## config.mk

```make
export PLATFORM = sky130hd
export DESIGN_NAME = bcd_seg_scan_flat
export DESIGN_NICKNAME = d
export VERILOG_FILES = /design/src/rtl/bcd_seg_pkg.sv /design/src/rtl/bcd_seg_scan_if.sv /design/src/rtl/seg7_dec.sv /design/src/rtl/bcd_seg_scan.sv /design/src/flat_wrapper.sv
export SDC_FILE = /design/constraint.sdc
export NUM_CORES = 1
export LEC_CHECK = 0
export ABC_CLOCK_PERIOD_IN_PS = 7300
export CORE_MARGIN = 1
export CORE_UTILIZATION = 30
export DETAILED_ROUTE_END_ITERATION = 8
export SLEW_MARGIN = 20
export SYNTH_ARGS = -nofsm -noshare
export SYNTH_HDL_FRONTEND = slang
export SYNTH_SLANG_ARGS = --single-unit
```

## constraint.sdc

```tcl
create_clock -name clk -period 7.3 [get_ports clk]
set_clock_uncertainty 0.05 [all_clocks]
set_input_delay 1.46 -clock clk [delete_from_list [all_inputs] [get_ports clk]]
set_output_delay 1.46 -clock clk [all_outputs]
set_load 0.02 [all_outputs]
```

## src/rtl/bcd_seg_pkg.sv

```systemverilog
// Shared constants for the BCD 7-segment scanner: segment patterns,
// digit count and scan FSM state encoding.
package bcd_seg_pkg;

    // Segment patterns, bit 0 = a .. bit 6 = g, active high
    localparam logic [6:0] SEG_0     = 7'h3F;
    localparam logic [6:0] SEG_1     = 7'h06;
    localparam logic [6:0] SEG_2     = 7'h5B;
    localparam logic [6:0] SEG_3     = 7'h4F;
    localparam logic [6:0] SEG_4     = 7'h66;
    localparam logic [6:0] SEG_5     = 7'h6D;
    localparam logic [6:0] SEG_6     = 7'h7D;
    localparam logic [6:0] SEG_7     = 7'h07;
    localparam logic [6:0] SEG_8     = 7'h7F;
    localparam logic [6:0] SEG_9     = 7'h6F;
    localparam logic [6:0] SEG_MINUS = 7'h40;
    localparam logic [6:0] SEG_E     = 7'h79;
    localparam logic [6:0] SEG_BLANK = 7'h00;

    // Four magnitude digits plus the sign position
    localparam int DIG_NUM = 5;

    typedef enum logic [1:0] {
        ST_IDLE  = 2'd0,
        ST_BLANK = 2'd1,
        ST_DRIVE = 2'd2
    } scan_state_e;

    function automatic logic nib_bad(input logic [3:0] n);
        return n > 4'd9;
    endfunction

endpackage

```

## src/rtl/bcd_seg_scan_if.sv

```systemverilog
// Bundle between the BCD producer and the display scanner.
interface bcd_seg_scan_if;
    logic [16:0] bcd;
    logic        bcd_vld;
    logic [6:0]  seg;
    logic [4:0]  dig_en;
    logic        disp_val;
    logic        bcd_err;

    modport master (
        output bcd, bcd_vld,
        input  seg, dig_en, disp_val, bcd_err
    );

    modport slave (
        input  bcd, bcd_vld,
        output seg, dig_en, disp_val, bcd_err
    );
endinterface

```

## src/rtl/seg7_dec.sv

```systemverilog
// Nibble to 7-segment pattern; any non-decimal nibble shows 'E'.
module seg7_dec
    import bcd_seg_pkg::*;
(
    input  logic [3:0] nib,
    output logic [6:0] seg
);

    // Pure lookup, no blanking decisions here
    always_comb begin
        seg = SEG_E;
        case (nib)
            4'd0: seg = SEG_0;
            4'd1: seg = SEG_1;
            4'd2: seg = SEG_2;
            4'd3: seg = SEG_3;
            4'd4: seg = SEG_4;
            4'd5: seg = SEG_5;
            4'd6: seg = SEG_6;
            4'd7: seg = SEG_7;
            4'd8: seg = SEG_8;
            4'd9: seg = SEG_9;
            default: seg = SEG_E;
        endcase
    end

endmodule

```

## src/rtl/bcd_seg_scan.sv

```systemverilog
// Multiplexed 5-position 7-segment scanner for signed BCD values.
//
// state    | meaning
// ST_IDLE  | nothing captured since reset, display dark
// ST_BLANK | start of a digit slot, all enables low (anti-ghosting)
// ST_DRIVE | remainder of the slot, current digit enabled
//
// The captured value is copied to a shadow only at frame start, so a
// frame in progress always shows one consistent value.
module bcd_seg_scan
    import bcd_seg_pkg::*;
#(
    parameter int SCAN_DIV  = 1000,
    parameter int BLANK_CYC = 16
) (
    input  logic           clk,
    input  logic           rstn,
    bcd_seg_scan_if.slave  bus
);

    localparam int              CNT_W     = $clog2(SCAN_DIV);
    localparam logic [CNT_W-1:0] CNT_LAST  = CNT_W'(SCAN_DIV - 1);
    localparam logic [CNT_W-1:0] BLANK_LIM = CNT_W'(BLANK_CYC);
    localparam logic [2:0]       DIG_LAST  = 3'(DIG_NUM - 1);

    scan_state_e       state_q, state_d;
    logic [CNT_W-1:0]  cnt_q, cnt_d;
    logic [2:0]        dig_q, dig_d;
    logic [16:0]       hold_q, hold_d;
    logic [16:0]       shadow_q, shadow_d;
    logic              disp_val_q, disp_val_d;
    logic              bcd_err_q, bcd_err_d;
    logic [6:0]        seg_q, seg_d;
    logic [4:0]        dig_en_q, dig_en_d;

    logic [3:0]        nib_sel;
    logic              blank_sel;
    logic [6:0]        dec_seg;
    logic              zero3, zero2, zero1, mag_zero;

    // Capture path: last bcd_vld wins, error flag tracks the latest capture
    always_comb begin
        hold_d     = hold_q;
        disp_val_d = disp_val_q;
        bcd_err_d  = bcd_err_q;
        if (bus.bcd_vld) begin
            hold_d     = bus.bcd;
            disp_val_d = 1'b1;
            bcd_err_d  = nib_bad(bus.bcd[15:12]) | nib_bad(bus.bcd[11:8]) |
                         nib_bad(bus.bcd[7:4])   | nib_bad(bus.bcd[3:0]);
        end
    end

    // Scan sequencing: slot counter, digit index, frame-start shadow load
    always_comb begin
        state_d  = state_q;
        cnt_d    = cnt_q;
        dig_d    = dig_q;
        shadow_d = shadow_q;
        if (state_q == ST_IDLE) begin
            if (disp_val_q) begin
                cnt_d    = '0;
                dig_d    = 3'd0;
                shadow_d = hold_q;
                state_d  = (cnt_d < BLANK_LIM) ? ST_BLANK : ST_DRIVE;
            end
        end else begin
            if (cnt_q == CNT_LAST) begin
                cnt_d = '0;
                if (dig_q == DIG_LAST) begin
                    dig_d    = 3'd0;
                    shadow_d = hold_q;
                end else begin
                    dig_d = dig_q + 3'd1;
                end
            end else begin
                cnt_d = cnt_q + CNT_W'(1);
            end
            state_d = (cnt_d < BLANK_LIM) ? ST_BLANK : ST_DRIVE;
        end
    end

    assign zero3    = (shadow_d[15:12] == 4'd0);
    assign zero2    = (shadow_d[11:8]  == 4'd0);
    assign zero1    = (shadow_d[7:4]   == 4'd0);
    assign mag_zero = zero3 & zero2 & zero1 & (shadow_d[3:0] == 4'd0);

    // Select the nibble for the upcoming digit and its leading-zero status
    always_comb begin
        nib_sel   = 4'd0;
        blank_sel = 1'b0;
        case (dig_d)
            3'd0: nib_sel = shadow_d[3:0];
            3'd1: begin
                nib_sel   = shadow_d[7:4];
                blank_sel = zero3 & zero2 & zero1;
            end
            3'd2: begin
                nib_sel   = shadow_d[11:8];
                blank_sel = zero3 & zero2;
            end
            3'd3: begin
                nib_sel   = shadow_d[15:12];
                blank_sel = zero3;
            end
            default: ;
        endcase
    end

    seg7_dec u_dec (
        .nib (nib_sel),
        .seg (dec_seg)
    );

    // Output pattern for the next cycle; dark outside DRIVE
    always_comb begin
        seg_d    = SEG_BLANK;
        dig_en_d = 5'b00000;
        if (state_d == ST_DRIVE) begin
            dig_en_d = 5'b00001 << dig_d;
            if (dig_d == DIG_LAST) begin
                seg_d = (shadow_d[16] && !mag_zero) ? SEG_MINUS : SEG_BLANK;
            end else begin
                seg_d = blank_sel ? SEG_BLANK : dec_seg;
            end
        end
    end

    // All state and outputs registered, cleared asynchronously
    always_ff @(posedge clk or negedge rstn) begin
        if (!rstn) begin
            state_q    <= ST_IDLE;
            cnt_q      <= '0;
            dig_q      <= 3'd0;
            hold_q     <= '0;
            shadow_q   <= '0;
            disp_val_q <= 1'b0;
            bcd_err_q  <= 1'b0;
            seg_q      <= SEG_BLANK;
            dig_en_q   <= 5'b00000;
        end else begin
            state_q    <= state_d;
            cnt_q      <= cnt_d;
            dig_q      <= dig_d;
            hold_q     <= hold_d;
            shadow_q   <= shadow_d;
            disp_val_q <= disp_val_d;
            bcd_err_q  <= bcd_err_d;
            seg_q      <= seg_d;
            dig_en_q   <= dig_en_d;
        end
    end

    assign bus.seg      = seg_q;
    assign bus.dig_en   = dig_en_q;
    assign bus.disp_val = disp_val_q;
    assign bus.bcd_err  = bcd_err_q;

endmodule

```

## src/flat_wrapper.sv

```systemverilog
// flat-port wrapper written by rule: the top's interface ports become plain ports
module bcd_seg_scan_flat import bcd_seg_pkg::*;
#(
    parameter int SCAN_DIV  = 1000,
    parameter int BLANK_CYC = 16
)
  (clk, rstn, bus_bcd, bus_bcd_vld, bus_seg, bus_dig_en, bus_disp_val, bus_bcd_err);
  bcd_seg_scan_if bus_i ();
  input  logic clk;
  input  logic rstn;
  input wire logic [$bits(bus_i.bcd)-1:0] bus_bcd;
  input wire logic [$bits(bus_i.bcd_vld)-1:0] bus_bcd_vld;
  output wire logic [$bits(bus_i.seg)-1:0] bus_seg;
  output wire logic [$bits(bus_i.dig_en)-1:0] bus_dig_en;
  output wire logic [$bits(bus_i.disp_val)-1:0] bus_disp_val;
  output wire logic [$bits(bus_i.bcd_err)-1:0] bus_bcd_err;
  assign bus_i.bcd = bus_bcd;
  assign bus_i.bcd_vld = bus_bcd_vld;
  assign bus_seg = bus_i.seg;
  assign bus_dig_en = bus_i.dig_en;
  assign bus_disp_val = bus_i.disp_val;
  assign bus_bcd_err = bus_i.bcd_err;
  bcd_seg_scan #(.SCAN_DIV(SCAN_DIV), .BLANK_CYC(BLANK_CYC)) u_core (.clk(clk), .rstn(rstn), .bus(bus_i));
endmodule
```

# Word-level counts from Yosys, hierarchy flattened
# Memory sizes are Yosys's and may differ from the RTL's.
# Index checks and enable logic that the tools add are counted.
[classes] add_sub_neg=2 order_cmp=5 n_eq_ne=8 shift=1 muxes=22 bitwise_logic=6 n_reduce_logical=8
[op_table] operator="17-bit two-way mux" count=4
[op_table] operator="10-bit two-way mux" count=4
[op_table] operator="7-bit two-way mux" count=4
[op_table] operator="4-bit > comparator (second input constant)" count=4
[op_table] operator="4-bit zero test" count=4
[op_table] operator="4-bit one-hot mux with 4 select lines" count=1
[op_table] operator="3-bit two-way mux" count=4
[op_table] operator="10-bit by 1-bit adder with 10-bit output (second input constant)" count=1
[op_table] operator="10-bit == test (second input constant)" count=1
[op_table] operator="10-bit by 5-bit less-than comparator with 1-bit output (second input constant)" count=1
[op_table] operator="3-bit by 2-bit == test with 1-bit output (second input constant)" count=2
[op_table] operator="3-bit == test (second input constant)" count=2
[op_table] operator="2-bit two-way mux" count=3
[op_table] operator="5-bit two-way mux" count=1
[op_table] operator="1-bit by 3-bit << shifter with 5-bit output (first input constant)" count=1
[op_table] operator="3-bit by 1-bit adder with 3-bit output (second input constant)" count=1
[op_table] operator="1-bit AND" count=3
[op_table] operator="3-bit by 1-bit == test with 1-bit output (second input constant)" count=1
[op_table] operator="3-bit zero test" count=1
[op_table] operator="1-bit bitwise OR" count=3
[op_table] operator="1-bit one-hot mux with 3 select lines" count=1
[op_table] operator="2-bit == test (second input constant)" count=1
[op_table] operator="2-bit zero test" count=1
[op_table] operator="2-bit by 1-bit != test with 1-bit output (second input constant)" count=1
[op_table] operator="2 further kinds" count=2
[word_totals] regBits=63 mem_bits_ro=112 input_bits=20 output_inout_bits=14 n_memories=1
[mem_list] name="(name not given)" depth=16 width=7 rd=1 rd_ports_with_merged_regs=0 wr=0 line_no="seg7_dec.sv:12" rtl="case (nib)"

# Longest topological paths before layout
# Gate-level depths: netlist (run 1).
[logic_depth] word_depth=13 depth_mapped=15 ltp_nobuf=14

# Hierarchy
# From an unflattened synthesis (run 1), not the netlist that was laid out.
[unflattened] hier_cells=289 hier_area_um2=3236.9
[modules_own_cells] module="bcd_seg_scan" n_inst=1 cells_each=262 area_per_inst_um2=3037.9
[modules_own_cells] module="seg7_dec" n_inst=1 cells_each=27 area_per_inst_um2=198.9

# Least setup slack after synthesis (run 1)
# No wires, ideal clock.
[synth_path] path_type="reg-to-reg" start="reg u_core.cnt_q[0]" end="reg u_core.seg_q[4], in the netlist u_core.bus.seg[4]" setup_ps=99 arrival_time_ps=3100 required_time_ps=7151 path_slack_ps=4051 path_stages_with_launch=13 period_less_slack_ps=3249 path_cell_list="dfrtp_1 -> ha_1 -> nand4_4 -> nor4_4 -> nor2_1 -> buf_2 -> mux2_2 -> mux2i_1 -> mux2i_1 -> and2_1 -> ha_1 -> mux2_1 -> a311oi_1"
[synth_via] elab_chain_cells=10 word_cells_on_any_way=28
[synth_rtl] item="start, declared" line_no="bcd_seg_scan.sv:27" rtl="logic [CNT_W-1:0] cnt_q, cnt_d;"
[synth_rtl] item="start signal, assigned" line_no="bcd_seg_scan.sv:143" rtl="cnt_q <= cnt_d;"
[synth_rtl] item="10-bit == test (*)" line_no="bcd_seg_scan.sv:68" rtl="if (cnt_q == CNT_LAST) begin"
[synth_rtl] item="17-bit two-way mux (*)" line_no="bcd_seg_scan.sv:68"
[synth_rtl] item="17-bit two-way mux (*)" line_no="bcd_seg_scan.sv:60" rtl="if (state_q == ST_IDLE) begin"
[synth_rtl] item="named net u_core.shadow_d[12]" line_no="bcd_seg_scan.sv:30" rtl="logic [16:0] shadow_q, shadow_d;"
[synth_rtl] item="parallel branches: the longest is 4 deep, another holds memory read 16 x 7 bit"
[synth_rtl] item="7-bit two-way mux (*)" line_no="bcd_seg_scan.sv:124" rtl="seg_d = blank_sel ? SEG_BLANK : dec_seg;"
[synth_rtl] item="7-bit two-way mux (*)" line_no="bcd_seg_scan.sv:121" rtl="if (dig_d == DIG_LAST) begin"
[synth_rtl] item="7-bit two-way mux (*)" line_no="bcd_seg_scan.sv:119" rtl="if (state_d == ST_DRIVE) begin"
[synth_rtl] item="named net u_core.seg_d[4]" line_no="bcd_seg_scan.sv:33" rtl="logic [6:0] seg_q, seg_d;"
[synth_rtl] item="end signal, assigned" line_no="bcd_seg_scan.sv:149" rtl="seg_q <= seg_d;"
[synth_rtl] item="end, declared" line_no="bcd_seg_scan.sv:33"
# Mark *: on every way through the listed nets, which the timed path passes. The select of a mux whose other input is x is not followed.
# A chain may end at the register's enable or synchronous reset.

# Worst setup path after layout (run 1)
[layout_path] start="reg u_core.cnt_q[0]" end="reg u_core.seg_q[4], in the netlist u_core.bus.seg[4]"
[layout_via] word_cells_on_any_way=28
[layout_lines] item="10-bit == test (*)" line_no="bcd_seg_scan.sv:68"
[layout_lines] item="3-bit two-way mux (*)" line_no="bcd_seg_scan.sv:68"
[layout_lines] item="3-bit two-way mux (*)" line_no="bcd_seg_scan.sv:60"
[layout_lines] item="named net u_core.dig_d[0]" line_no="bcd_seg_scan.sv:28" rtl="logic [2:0] dig_q, dig_d;"
[layout_lines] item="3-bit by 2-bit == test with 1-bit output (tied with other cells)" line_no="bcd_seg_scan.sv:92" rtl="case (dig_d)"
[layout_lines] item="4-bit one-hot mux with 4 select lines" line_no="bcd_seg_scan.sv:92"
[layout_lines] item="memory read 16 x 7 bit"
[layout_lines] item="7-bit two-way mux" line_no="bcd_seg_scan.sv:124"
[layout_lines] item="7-bit two-way mux (*)" line_no="bcd_seg_scan.sv:121"
[layout_lines] item="7-bit two-way mux (*)" line_no="bcd_seg_scan.sv:119"
[layout_lines] item="named net u_core.seg_d[4]" line_no="bcd_seg_scan.sv:33"
# Mark *: on every way through the listed nets, which the timed path passes. The rest lies on a longest branch. The select of a mux whose other input is x is not followed.

==> results of run 1 <==
state kept, by name, summed over array words and instances (netlist names):
register             flops
u_core.bus.bcd_err       1
u_core.cnt_q            10
u_core.shadow_q         17
u_core.state_q           2
u_core.dig_q             3
u_core.bus.dig_en        5
u_core.hold_q           17
u_core.bus.seg           7
u_core.bus.disp_val      1
layout by cell type, fill, tap and decap left out, drive strengths merged, types with 4 or more instances in the layout:
master | netlist | layout
a21oi | 13 | 13
and2 | 5 | 5
clkbuf | 4 | 13
clkdlybuf4s50 | 0 | 32
dfrtp | 63 | 63
ha | 8 | 8
inv | 18 | 18
mux2 | 27 | 27
mux2i | 9 | 9
nand2 | 20 | 20
nand3 | 11 | 11
nor2 | 17 | 17
nor3 | 4 | 4
nor4 | 7 | 7
o21ai | 24 | 24
or4 | 5 | 5
layout make-up:
cell class | count | area, um^2
fill | 1091 | 6520
sequential | 63 | 1580
multi-input combinational | 206 | 1510
timing repair buffer | 35 | 340
tap | 136 | 170
clock buffer | 13 | 159
inverter | 19 | 71.3
clock inverter | 3 | 17.5
layer usage:
layer / global-route usage [%] / routed length [um] / vias up
met1: 19.0 / 3430 / 1142
met4: 7.04 / 162 / 0
met2: 22.5 / 3250 / 53
met5: 0 / 0 / -
met3: 3.96 / 303 / 13
li1: - / - / 1171
power groups by stage:
stage	Clock, uW	Combinational [uW]	Sequential, uW
finish	274	539	511
global route	300	599	524
CTS	286	538	512
detailed placement	0	535	517
global placement	0	531	514
floorplan	0	361	521
cells by family (layout without fill, tap and decap cells):
kind of cell / after synthesis / in the layout
buffers and inverters: 31 / 70
AND/OR/NAND/NOR: 86 / 86
flip-flops: 63 / 63
adder cells (fa/ha/maj): 8 / 8
XOR/XNOR: 3 / 3
multiplexers: 36 / 36
AO/OA/AOI/OAI: 73 / 73
path summary, 6_finish.rpt:
path	start	to	cells after the start
worst min register to register	u_core.shadow_q[16]	u_core.shadow_q[16]	1
worst max register to register	u_core.cnt_q[0]	u_core.bus.seg[4]	11
min in group asynchronous	rstn	u_core.bus.bcd_err	2
worst min-delay path	u_core.shadow_q[16]	u_core.shadow_q[16]	1
worst max-delay path	u_core.cnt_q[0]	u_core.bus.seg[4]	11
max in group asynchronous	rstn	u_core.hold_q[2]	2
critical path, delay by kind of cell, from the launching register on:
family,cells,cell delay [ns]
mux,3,0.66
fa+ha+maj,2,0.53
flops,1,0.40
simple gates,3,0.91
buf+inv,1,0.21
compound gates,2,0.83
stage by stage:
step	hold slack, ns	util (%)
final	0.464	37.1
after global placement	0.447	35.4
after global routing	0.486	37.1
after detailed placement	0.451	35.4
after floorplan	0.418	-
after CTS	0.467	37.1
==> flow_metrics.tcl, run 1 <==
set metrics [dict create \
    outcome "finished clean" \
    cp.required_ns 7.49 \
    ys_seq_area_share_pct 48.7 \
    synth_edf_count 0 \
    drc_errors 0 \
    row_count 37 \
    clkPwrFrac_pct 20.7 \
    arrival_ns 3.90 \
    slew_headroom_pct 40.6 \
    path_cells "ha_1 > nand4_4 > or3_1 > o41a_1 > inv_2 > mux2i_1 > mux2i_1 > and2_1 > ha_1 > mux2_1 > a311oi_1" \
    rsz0062_at_grt "false" \
    power_density_nw_per_um2 344 \
    cts.clk_slew.worst_paths_ns 0.07 \
    layout.cells.non_filler 475 \
    synth_area_per_cell_um2 10.8 \
    setup_viol 0 \
    synthTopCellsByCount "dfrtp_1 (63), mux2_2 (25), o21ai_0 (22)" \
    grt_max_degree 64 \
    ir_drop_uv 146 \
    wl_per_cell_um 15.0 \
    boundaryPins 34 \
    synth_top_family_by_area "compound AO/OA/AOI/OAI gates" \
    start_kind "register" \
    hold_viol 0 \
    synth_mux_area_share_pct 12.3 \
    cts_buffer_depth 2 \
    end_kind "register" \
    rrSetupSlack_ns 3.59 \
    start_util_pct 31.2 \
    drive_gt1_share_pct 17.7 \
    slowest_delay_ns 0.51 \
    post_cts_buffers 0 \
    port_buffers 33 \
    cts_tree "built" \
    netlist_top_cells_area "dfrtp_1 (49%), mux2_2 (8.7%), o21ai_0 (3.4%)" \
    antenna_found_initial 0 \
    htree_levels 3 \
    finalSetupTns_ns 0 \
    dieArea_um2 11200 \
    placed_cells 459 \
    core_um2 10400 \
    pre_cts_ws_ns 3.67 \
    synth_compound_area_share_pct 15.4 \
    crit_fanout 9 \
    yosysUniqueCellTypes 64 \
    final_max_slew_viol_count 0 \
    synthesis.nets 328 \
    synthAdderAreaFrac_pct 3.09 \
    postRouteAntennaNets 0 \
    initialDrtViolationCount 139 \
    p_sw_uw 502 \
    overflow 0 \
    stdcell_area_um2 3850 \
    p_seq_share_pct 38.6 \
    cts_resized 0 \
    post-synth-top-area-fraction_pct 48.7 \
    ys.flop_type "dfrtp_1" \
    dp_hpwl_um 5180 \
    asyncSetResetFlopFracSynth_pct 100 \
    vias_per_cell 5.01 \
    drtPass1Iterations 4 \
    cts-root-buf "clkbuf_8" \
    totalWireLength_um 7140 \
    cts_made_buffers 9 \
    synth_top_cell_by_area "dfrtp_1" \
    total_power_uw 1330 \
    synth_most_common_cell "dfrtp_1" \
    cts_num_sinks 63 \
    p_comb_share_pct 40.7 \
    grt_pass1_vias 2490 \
    ctsHoldBuffers 0 \
    worstSetupPathType "reg -> reg" \
    synth.cell_area_um2 3230 \
    p_int_uw 823 \
    postSynthCellCount 300 \
    placed_cell_area_um2 3670 \
    antennaDiodeCount 0 \
    fmax_ghz 0.269 \
    swShare_pct 37.9 \
    synth_simple_gate_area_share_pct 15.1 \
    synth_warnings 0 \
    leakage_uw 0.00163 \
    fin_crit_ns 3.71 \
    synthXorXnorAreaFrac_pct 0.812 \
    period_share_pct 50.9 \
    finalWeightedCongestion 0.846 \
    tightest_slew_ns 0.889 \
    num_vias 2379 \
    dieWidth_um 106 \
    hp-class "reg -> reg" \
    grt_pass1_wl_um 12600 \
    drv_cap 0 \
    die_y_um 106 \
    synth-seq-cells 63 \
    slowest_stage "o41a_1" \
    fin_ws_ns 3.59 \
    area_delta_synth_final_pct 19.0 \
    grt_usage_pct 14.6 \
    final_nets 362 \
    clkLatencyLatePin_ns 0.35 \
]
(Power assumes the default switching activity.)
==> inputs of run 2 (changes only) <==
--- a/config.mk
+++ b/config.mk
@@ -5,7 +5,7 @@
 export SDC_FILE = /design/constraint.sdc
 export NUM_CORES = 1
 export LEC_CHECK = 0
-export ABC_CLOCK_PERIOD_IN_PS = 7300
+export ABC_CLOCK_PERIOD_IN_PS = 3300
 export CORE_MARGIN = 1
 export CORE_UTILIZATION = 30
 export DETAILED_ROUTE_END_ITERATION = 8
==> constraint.sdc (replaced) <==
create_clock -name clk -period 3.3 [get_ports clk]
set_clock_uncertainty 0.05 [all_clocks]
set_input_delay 0.66 -clock clk [delete_from_list [all_inputs] [get_ports clk]]
set_output_delay 0.66 -clock clk [all_outputs]
set_load 0.02 [all_outputs]
==> flow_metrics.tcl, run 2 (same netlist as run 1, synthesis figures left out) <==
set metrics [dict create \
    crit_fanout 8 \
    cp.required_ns 3.50 \
    drc_errors 0 \
    cts_made_buffers 9 \
    rrSetupSlack_ns 0.08 \
    ir_drop_uv 326 \
    layout_common_cells "dfrtp_1 (63), clkdlybuf4s50_1 (32), mux2_2 (25)" \
    grt_pass1_wl_um 12400 \
    drtPass1Iterations 4 \
    clkPwrFrac_pct 21.2 \
    wl_per_cell_um 15.1 \
    setup_viol 0 \
    cts.clk_slew.worst_paths_ns 0.07 \
    p_int_uw 1980 \
    placed_cell_area_um2 3830 \
    arrival_ns 3.42 \
    slew_headroom_pct 41.7 \
    vias_per_cell 5.05 \
    postRouteAntennaNets 0 \
    boundaryPins 34 \
    p_seq_share_pct 35.3 \
    start_util_pct 31.2 \
    drv_cap 0 \
    port_buffers 33 \
    hold_viol 0 \
    core_um2 10400 \
    initialDrtViolationCount 130 \
    grt_max_degree 34 \
    reg2reg_depth 11 \
    start_kind "register" \
    period_share_pct 97.6 \
    r2r-end "u_core.bus.seg[4]" \
    top_regs "u_core.hold_q: 17 flops, u_core.shadow_q: 17 flops, u_core.cnt_q: 10 flops" \
    antennaDiodeCount 0 \
    area_delta_synth_final_pct 26.4 \
    p_sw_uw 1170 \
    dieWidth_um 106 \
    clkLatencyLatePin_ns 0.34 \
    dp_hpwl_um 5540 \
    p_comb_share_pct 43.5 \
    die_y_um 106 \
    leakage_uw 0.00175 \
    totalWireLength_um 7520 \
    hp-class "in -> async" \
    tightest_slew_ns 0.871 \
    timing.critical_path.from "u_core.cnt_q[3]" \
    fin_ws_ns 0.0792 \
    outcome "finished clean" \
    finalWeightedCongestion 0.906 \
    stdcell_area_um2 4090 \
    overflow 0 \
    row_count 37 \
    cts-root-buf "clkbuf_8" \
    fmax_ghz 0.310 \
    htree_levels 3 \
    worstSetupEndpoint "u_core.bus.seg[4]" \
    dieArea_um2 11200 \
    num_vias 2508 \
    cts_num_sinks 63 \
    power_density_nw_per_um2 770 \
    worstSetupPathType "reg -> reg" \
    grt_usage_pct 14.4 \
    cts_tree "built" \
    fin_crit_ns 3.22 \
    cts_buffer_depth 2 \
    antenna_found_initial 0 \
    final_nets 384 \
    final_max_slew_viol_count 0 \
    final_common_cell "dfrtp_1" \
    drive_gt1_share_pct 24.9 \
    grt_pass1_vias 2516 \
    pre_cts_ws_ns -0.0473 \
    swShare_pct 37.2 \
    end_kind "register" \
    regToRegStartpoint "u_core.cnt_q[3]" \
]
run 2: cell count changes in the layout (fill, tap and decap cells not counted), moves of 2 or more:
cell / change
buf_4: +20
clkinv_4: +3
clkbuf_1: -2
clkbuf_8: -2
mux2i_1: -2
mux2i_2: +2
run 2: cell type report:
class                      count  area (um^2)
sequential                    63         1580
clock buffer                   9          124
clock inverter                 7         73.8
inverter                      19         71.3
timing repair buffer          57          522
fill                        1044         6280
tap                          136          170
multi-input combinational    206         1550
run 2: what timing repair did:
| action | 4_1_cts | 5_1_grt |
|---|---|---|
| gates resized for setup | 3 | 6 |
| setup endpoints to repair | 1 | 1 |
| pin swaps | 0 | 1 |
| setup buffers | 2 | 0 |
| hold buffers | 0 | 0 |
run 2: worst min path at each step:
| stage | start | endpoint | cells past startpoint | slack [ns] |
|---|---|---|---|---|
| final | rstn | u_core.hold_q[13] | 1 | 0.33 |
| after global routing | rstn | u_core.hold_q[13] | 1 | 0.38 |
| after CTS | rstn | u_core.hold_q[10] | 1 | 0.34 |
| after detailed placement | u_core.hold_q[16] | u_core.hold_q[16] | 1 | 0.45 |
| after global placement | u_core.shadow_q[7] | u_core.shadow_q[7] | 1 | 0.45 |
| after floorplan | rstn | u_core.bus.bcd_err | 0 | 0.31 |
run 2: worst max-delay path, stage by stage (launching register included):
cell	delay [ns]
dfrtp_1	0.41
nand4b_1	0.30
o31a_4	0.43
o21ai_0	0.16
o41a_1	0.23
buf_6	0.16
mux2i_2	0.24
mux2i_2	0.13
and2_1	0.21
ha_1	0.23
mux2_1	0.33
a311oi_2	0.26
run 2: metal layers:
layer	wire (um)	part of all wire [%]	vias to the layer above	GRT usage (%)
met5	0	0	-	0
met4	93	1.2	0	5.26
met3	401	5.3	6	3.90
met2	3450	46	74	22.4
met1	3570	47	1217	19.1
li1	-	-	1211	-
run 2: power by group through the flow:
stage | logic [uW] | clock network [uW] | registers [uW]
5_1_grt | 1510 | 721 | 1130
6_report | 1370 | 669 | 1110
4_1_cts | 1340 | 688 | 1110
2_1_floorplan | 799 | 0 | 1150
3_3_place_gp | 1270 | 0 | 1120
3_5_place_dp | 1300 | 0 | 1120
run 2: through the flow:
step	hold slack [ns]	total power (uW)	TNS, ns	instances	util, %
floorplan	0.314	1950	0	300	-
global placement	0.447	2390	0	479	37.0
detailed placement	0.453	2420	-0.0473	479	37.0
CTS	0.342	3140	0	497	39.1
global route	0.382	3370	-0.0181	497	39.4
finish	0.326	3150	0	497	39.4
